`config.mk`:
```
export PLATFORM = sky130hd
export DESIGN_NAME = debug_uart_tx
export DESIGN_NICKNAME = d
export VERILOG_FILES = /design/src/rtl/debug_uart_tx.sv
export SDC_FILE = /design/constraint.sdc
export NUM_CORES = 1
export LEC_CHECK = 0
export CAP_MARGIN = 25
export CORE_MARGIN = 8
export CORE_UTILIZATION = 25
export CTS_CLUSTER_DIAMETER = 30
export DETAILED_ROUTE_END_ITERATION = 12
export HOLD_SLACK_MARGIN = 0.15
export PLACE_DENSITY = 0.42
export SYNTH_ARGS = -nofsm -noshare
export SYNTH_HDL_FRONTEND = slang
export SYNTH_SLANG_ARGS = --single-unit
export TNS_END_PERCENT = 1
```
`constraint.sdc`:
```
create_clock -name clk_i -period 3.7 [get_ports clk_i]
set_input_delay 0.37 -clock clk_i [delete_from_list [all_inputs] [get_ports clk_i]]
set_output_delay 0.37 -clock clk_i [all_outputs]
set_load 0.02 [all_outputs]
```
`src/rtl/debug_uart_tx.sv`:
```
// debug_uart_tx
//   Memory-mapped debug console for the HF-RISCV data bus. CPU byte stores to
//   ADDR_TX are queued in a small FIFO. Each queued byte is sent on tx_o as an
//   8N1 UART frame: one start bit, eight data bits LSB first, one stop bit.
//   Every bit lasts CLK_DIV cycles. A status word can be read at ADDR_STAT.
//   Any write to ADDR_STAT clears the sticky overflow flag.
//
// Ports
//   clk_i     system clock; all state changes on the rising edge
//   rst_i     asynchronous active-high reset; aborts any frame in progress
//   addr_i    core address bus
//   data_i    core write data; a byte store arrives in [31:24]
//   data_w_i  core byte write enables; any bit set marks a write cycle
//   data_o    registered status read data; 0 when the status word is not being read
//   tx_o      UART serial output, idle high
//   busy_o    high while the FIFO holds data or a frame is being sent
//
// Status word
//   [24] busy, [25] full, [26] overflow, [30:27] low 4 bits of the FIFO count.
//   All other bits are 0.
module debug_uart_tx #(
    parameter int          CLK_DIV    = 217,
    parameter int          FIFO_DEPTH = 16,
    parameter logic [31:0] ADDR_TX    = 32'hf00000d0,
    parameter logic [31:0] ADDR_STAT  = 32'hf00000d4
) (
    input  logic        clk_i,
    input  logic        rst_i,
    input  logic [31:0] addr_i,
    input  logic [31:0] data_i,
    input  logic [3:0]  data_w_i,
    output logic [31:0] data_o,
    output logic        tx_o,
    output logic        busy_o
);

    localparam int AW = $clog2(FIFO_DEPTH);
    localparam int CW = AW + 1;
    localparam int DW = $clog2(CLK_DIV);
    localparam logic [DW-1:0] D_RELOAD   = DW'(CLK_DIV - 1);
    localparam logic [CW-1:0] FULL_COUNT = CW'(FIFO_DEPTH);

    typedef enum logic [1:0] {IDLE, START, DATA, STOP} state_t;

    state_t          state, state_n;
    logic [7:0]      mem [FIFO_DEPTH];
    logic [AW-1:0]   wr_ptr, rd_ptr;
    logic [CW-1:0]   count, count_n;
    logic            overflow;
    logic [7:0]      sh, sh_n;
    logic [DW-1:0]   d, d_n;
    logic [2:0]      b, b_n;
    logic            tx_n;
    logic            busy_n;
    logic            wr, push_req, clr_ovf, stat_rd;
    logic            full, empty, pop, push;
    logic [CW+3:0]   count_x;
    logic [31:0]     status;
    logic            unused_bits;

    // Bus decode
    assign wr       = |data_w_i;
    assign push_req = wr && (addr_i == ADDR_TX);
    assign clr_ovf  = wr && (addr_i == ADDR_STAT);
    assign stat_rd  = !wr && (addr_i == ADDR_STAT);

    // FIFO bookkeeping. The count is one bit wider than the pointers, so a
    // full FIFO and an empty FIFO have different counts.
    assign full  = (count == FULL_COUNT);
    assign empty = (count == '0);
    // The transmitter takes the next byte when it is idle.
    assign pop   = (state == IDLE) && !empty;
    // A push that arrives while full is still accepted when a pop frees a slot
    // in the same cycle.
    assign push  = push_req && (!full || pop);

    always_comb begin
        count_n = count;
        case ({push, pop})
            2'b10:   count_n = count + CW'(1);
            2'b01:   count_n = count - CW'(1);
            default: count_n = count;
        endcase
    end

    always_ff @(posedge clk_i or posedge rst_i) begin
        if (rst_i) begin
            wr_ptr   <= '0;
            rd_ptr   <= '0;
            count    <= '0;
            overflow <= 1'b0;
        end else begin
            if (push)
                wr_ptr <= wr_ptr + AW'(1);
            if (pop)
                rd_ptr <= rd_ptr + AW'(1);
            count <= count_n;
            if (clr_ovf)
                overflow <= 1'b0;
            else if (push_req && !push)
                overflow <= 1'b1;
        end
    end

    // FIFO storage holds only data, so it has no reset.
    always_ff @(posedge clk_i) begin
        if (push)
            mem[wr_ptr] <= data_i[31:24];
    end

    // Transmit FSM, next-state logic. d counts down the cycles of the current
    // bit. b counts the data bits already sent.
    always_comb begin
        state_n = state;
        tx_n    = tx_o;
        d_n     = d;
        b_n     = b;
        sh_n    = sh;
        case (state)
            IDLE: begin
                if (!empty) begin
                    sh_n    = mem[rd_ptr];
                    tx_n    = 1'b0;
                    d_n     = D_RELOAD;
                    state_n = START;
                end
            end
            START: begin
                if (d == '0) begin
                    tx_n    = sh[0];
                    b_n     = 3'd0;
                    d_n     = D_RELOAD;
                    state_n = DATA;
                end else begin
                    d_n = d - DW'(1);
                end
            end
            DATA: begin
                if (d == '0) begin
                    d_n = D_RELOAD;
                    if (b == 3'd7) begin
                        tx_n    = 1'b1;
                        state_n = STOP;
                    end else begin
                        sh_n = sh >> 1;
                        tx_n = sh[1];
                        b_n  = b + 3'd1;
                    end
                end else begin
                    d_n = d - DW'(1);
                end
            end
            STOP: begin
                if (d == '0)
                    state_n = IDLE;
                else
                    d_n = d - DW'(1);
            end
            default: state_n = IDLE;
        endcase
    end

    // busy_o is computed from the next-cycle values. This keeps it in step
    // with the registered state and the registered count.
    assign busy_n = (count_n != '0) || (state_n != IDLE);

    always_ff @(posedge clk_i or posedge rst_i) begin
        if (rst_i) begin
            state  <= IDLE;
            tx_o   <= 1'b1;
            d      <= '0;
            b      <= 3'd0;
            busy_o <= 1'b0;
        end else begin
            state  <= state_n;
            tx_o   <= tx_n;
            d      <= d_n;
            b      <= b_n;
            busy_o <= busy_n;
        end
    end

    always_ff @(posedge clk_i) begin
        sh <= sh_n;
    end

    // Status read path. The count is widened first, so taking its low
    // nibble works for any FIFO_DEPTH.
    assign count_x = (CW + 4)'(count);
    assign status  = {1'b0, count_x[3:0], overflow, full, busy_o, 24'h0};

    always_ff @(posedge clk_i or posedge rst_i) begin
        if (rst_i)
            data_o <= '0;
        else
            data_o <= stat_rd ? status : 32'h0;
    end

    // Write-data lanes that byte stores never use, and count bits above the
    // reported nibble.
    assign unused_bits = ^{data_i[23:0], count_x[CW+3:4]};

endmodule

```
==> flow_metrics.env <==
export IMPL_status="complete, no violations"
export IMPL_ys_flop_type="edfxtp_1"
export IMPL_path_clk_slew_ns=0.07
export IMPL_cts_hold_buf=0
export IMPL_synth_area_leader_cell="edfxtp_1"
export IMPL_die_area_mm2=0.0367
export IMPL_startpoint_type="flip-flop"
export IMPL_synth_seq_cells=172
export IMPL_layout_drive_gt1_share_pct=19.8
export IMPL_clkSinkCount=172
export IMPL_synth_top_cells_by_area="edfxtp_1 (53%), dfrtp_1 (11%), mux4_2 (9.7%)"
export IMPL_core_area_mm2=0.0304
export IMPL_clk_latency_ns=0.43
export IMPL_fin_crit_sh_pct=86.3
export IMPL_htree_levels=4
export IMPL_antenna_found_initial=0
export IMPL_grt_setup_unrepaired="false"
export IMPL_nets=640
export IMPL_place_ws_ns=0.0688
export IMPL_start_util_pct=25.3
export IMPL_numCtsBuffers=17
export IMPL_power_leakage_uw=0.00324
export IMPL_io_pins=104
export IMPL_place_area_mm2=0.00863
export IMPL_slew_headroom_pct=30.9
export IMPL_cp_slowest_cell="dfrtp_1"
export IMPL_postRouteAntennaNets=0
export IMPL_critPathTopFamily="simple AND/OR/NAND/NOR gates"
export IMPL_setup_viol=0
export IMPL_r2r_setup_slack_ns=0.51
export IMPL_p_per_area_mw_per_mm2=424
export IMPL_vdd_ir_drop_max_mv=0.270
export IMPL_worstPathRequired_ns=3.99
export IMPL_cts_tree="built"
export IMPL_synthToLayoutAreaGrowth_pct=19.7
export IMPL_wire_per_inst_um=18.4
export IMPL_finalSetupTns_ns=0
export IMPL_drt_initial_drc_count=233
export IMPL_place_hpwl_um=12200
export IMPL_grt_pass1_vias=4611
export IMPL_cp_end_kind="flip-flop"
export IMPL_synth_cell_types=59
export IMPL_gp_congestion=0.749
export IMPL_final_area_mm2=0.00922
export IMPL_cts_buffer_depth=2
export IMPL_critical_path_class="flip-flop to flip-flop"
export IMPL_dr_pass1_iters=4
export IMPL_synth_most_common_cell="edfxtp_1"
export IMPL_clockRootBuffer="clkbuf_16"
export IMPL_antennaDiodeCount=0
export IMPL_grt_max_degree=24
export IMPL_path_cells="inv_1, ha_1, inv_1, and3_1, or4_4, nor2_4, inv_1, ha_1, xor2_1, ha_1, nand2_1, nor3_1, nor4_1, xor2_1, nand4bb_1"
export IMPL_synth_area_per_cell_um2=15.7
export IMPL_hold_slack_ns=0.314
export IMPL_gr_total_overflow=0
export IMPL_rows=64
export IMPL_max_freq_mhz=313
export IMPL_worst_pin_slew_ns=1.04
export IMPL_cpPeakStageDelay_ns=0.44
export IMPL_cp_num_buf_inv=3
export IMPL_grtUsageTotal_pct=9.90
export IMPL_worstPathArrival_ns=3.48
export IMPL_fillers=3014
export IMPL_die_h_um=191
export IMPL_portBuffers=54
export IMPL_grt_pass1_wl_um=27200
export IMPL_ctsResizeCount=0
export IMPL_fp_dieW_um=191
export IMPL_synthesis_instances=491
export IMPL_max_cap_viol_count=0
export IMPL_hold_class="input pin to async pin"
export IMPL_netlist_area_mm2=0.00770
export IMPL_synth_edf_count=136
export IMPL_yosysWarnings=0
export IMPL_ys_seq_area_share_pct=64.8
export IMPL_fin_ws_ns=0.509
export IMPL_vias_per_cell=4.49
export IMPL_post_cts_setup_buffer_count=0
export IMPL_synth_common_cells="edfxtp_1 (136), dfrtp_1 (35), mux4_2 (33), buf_4 (26), nand2_1 (20)"
export IMPL_drc=0
export IMPL_num_vias=4323
export IMPL_path_max_fanout=5
export IMPL_synthArstFlopShare_pct=20.9
export IMPL_wl_um=17700
export IMPL_synth_top_area_share_pct=53.0
export IMPL_finalCriticalPeriod_ns=3.19
export IMPL_slew_violations=0
export IMPL_finClkSkew_ns=0.0143
export IMPL_hold_violations=0
-- flip-flops by register name (all words and copies together) (netlist names), 2 cells and up --
name	flops
b	3
count	5
d	8
data_o	7
mem	128
rd_ptr	4
sh	8
state	2
wr_ptr	4
-- cells by family after synthesis --
group | synth area share [%]
AO/OA/AOI/OAI | 5.30
adder cells (fa/ha/maj) | 2.60
buffers and inverters | 4.60
AND/OR/NAND/NOR | 9.20
flip-flops | 64.8
other | 0.0487
XOR/XNOR | 1.36
multiplexers | 12.1
-- report_power, final --
part / internal (uW) / switching (uW)
combinational: 62.2 / 75.7
clock: 884 / 791
sequential: 2090 / 6.11
-- routing by layer --
| layer | wire length (um) | share of wire (%) | vias up | global-route usage (%) |
|---|---|---|---|---|
| met2 | 8950 | 51 | 112 | 16.8 |
| met1 | 7710 | 44 | 2199 | 12.0 |
| met4 | 155 | 0.88 | 0 | 3.26 |
| met3 | 888 | 5.0 | 11 | 2.70 |
| li1 | - | - | 2001 | - |
| met5 | 0 | 0 | - | 0 |
-- layout by cell type, fill, tap and decap left out, types with 4 or more instances in the layout --
| cell type | count |
|---|---|
| edfxtp_1 | 136 |
| clkdlybuf4s50_1 | 54 |
| dfrtp_1 | 34 |
| mux4_2 | 33 |
| conb_1 | 25 |
| nand2_1 | 20 |
| nor2_1 | 17 |
| clkbuf_16 | 17 |
| ha_1 | 16 |
| o21ai_0 | 15 |
| inv_1 | 14 |
| buf_4 | 14 |
| a21oi_1 | 12 |
| nor3_1 | 11 |
| mux2_2 | 9 |
| mux2i_1 | 9 |
| a31oi_1 | 8 |
| nor4_1 | 7 |
| and2_1 | 7 |
| xnor2_1 | 7 |
| o22ai_1 | 7 |
| inv_6 | 6 |
| xor2_1 | 5 |
| and4b_1 | 5 |
| nor2b_1 | 5 |
| nand4_1 | 4 |
| and4b_2 | 4 |
| and4_2 | 4 |
| and3_2 | 4 |
-- final cells by class --
type                    instances  area, um^2  share of cell area, %
clock inverters                14         125                   1.36
flip-flops and latches        172        4990                   54.1
repair buffers                 69         673                   7.30
multi-input cells             279        2450                   26.6
well taps                     396         495                   5.38
inverters                      15        56.3                  0.611
clock buffers                  18         429                   4.66
-- stage by stage --
step	utilization (%)	instances	total power, uW
after detailed placement	28.4	930	2270
after floorplan	-	515	2210
after CTS	30.2	962	3960
after global routing	30.3	963	4050
final	30.3	963	3910
after global placement	28.4	930	2270
-- worst paths after layout --
path,start,to,depth (start not counted)
max,state[1]$_DFF_PP0_,busy_o$_DFF_PP0_,15
min,rst_i,data_o[30]$_DFF_PP0_,3
max reg2reg,state[1]$_DFF_PP0_,busy_o$_DFF_PP0_,15
min reg2reg,overflow$_DFFE_PP0P_,data_o[26]$_DFF_PP0_,1
max in group asynchronous,rst_i,tx_o$_DFFE_PP1P_,4
min in group clk_i,overflow$_DFFE_PP0P_,data_o[26]$_DFF_PP0_,1
-- tightest hold or removal path, stage by stage --
cell	delay [ns]
clkdlybuf4s50_1	0.40
inv_1	0.12
buf_16	0.19
Power figures use the tool's default switching activity.
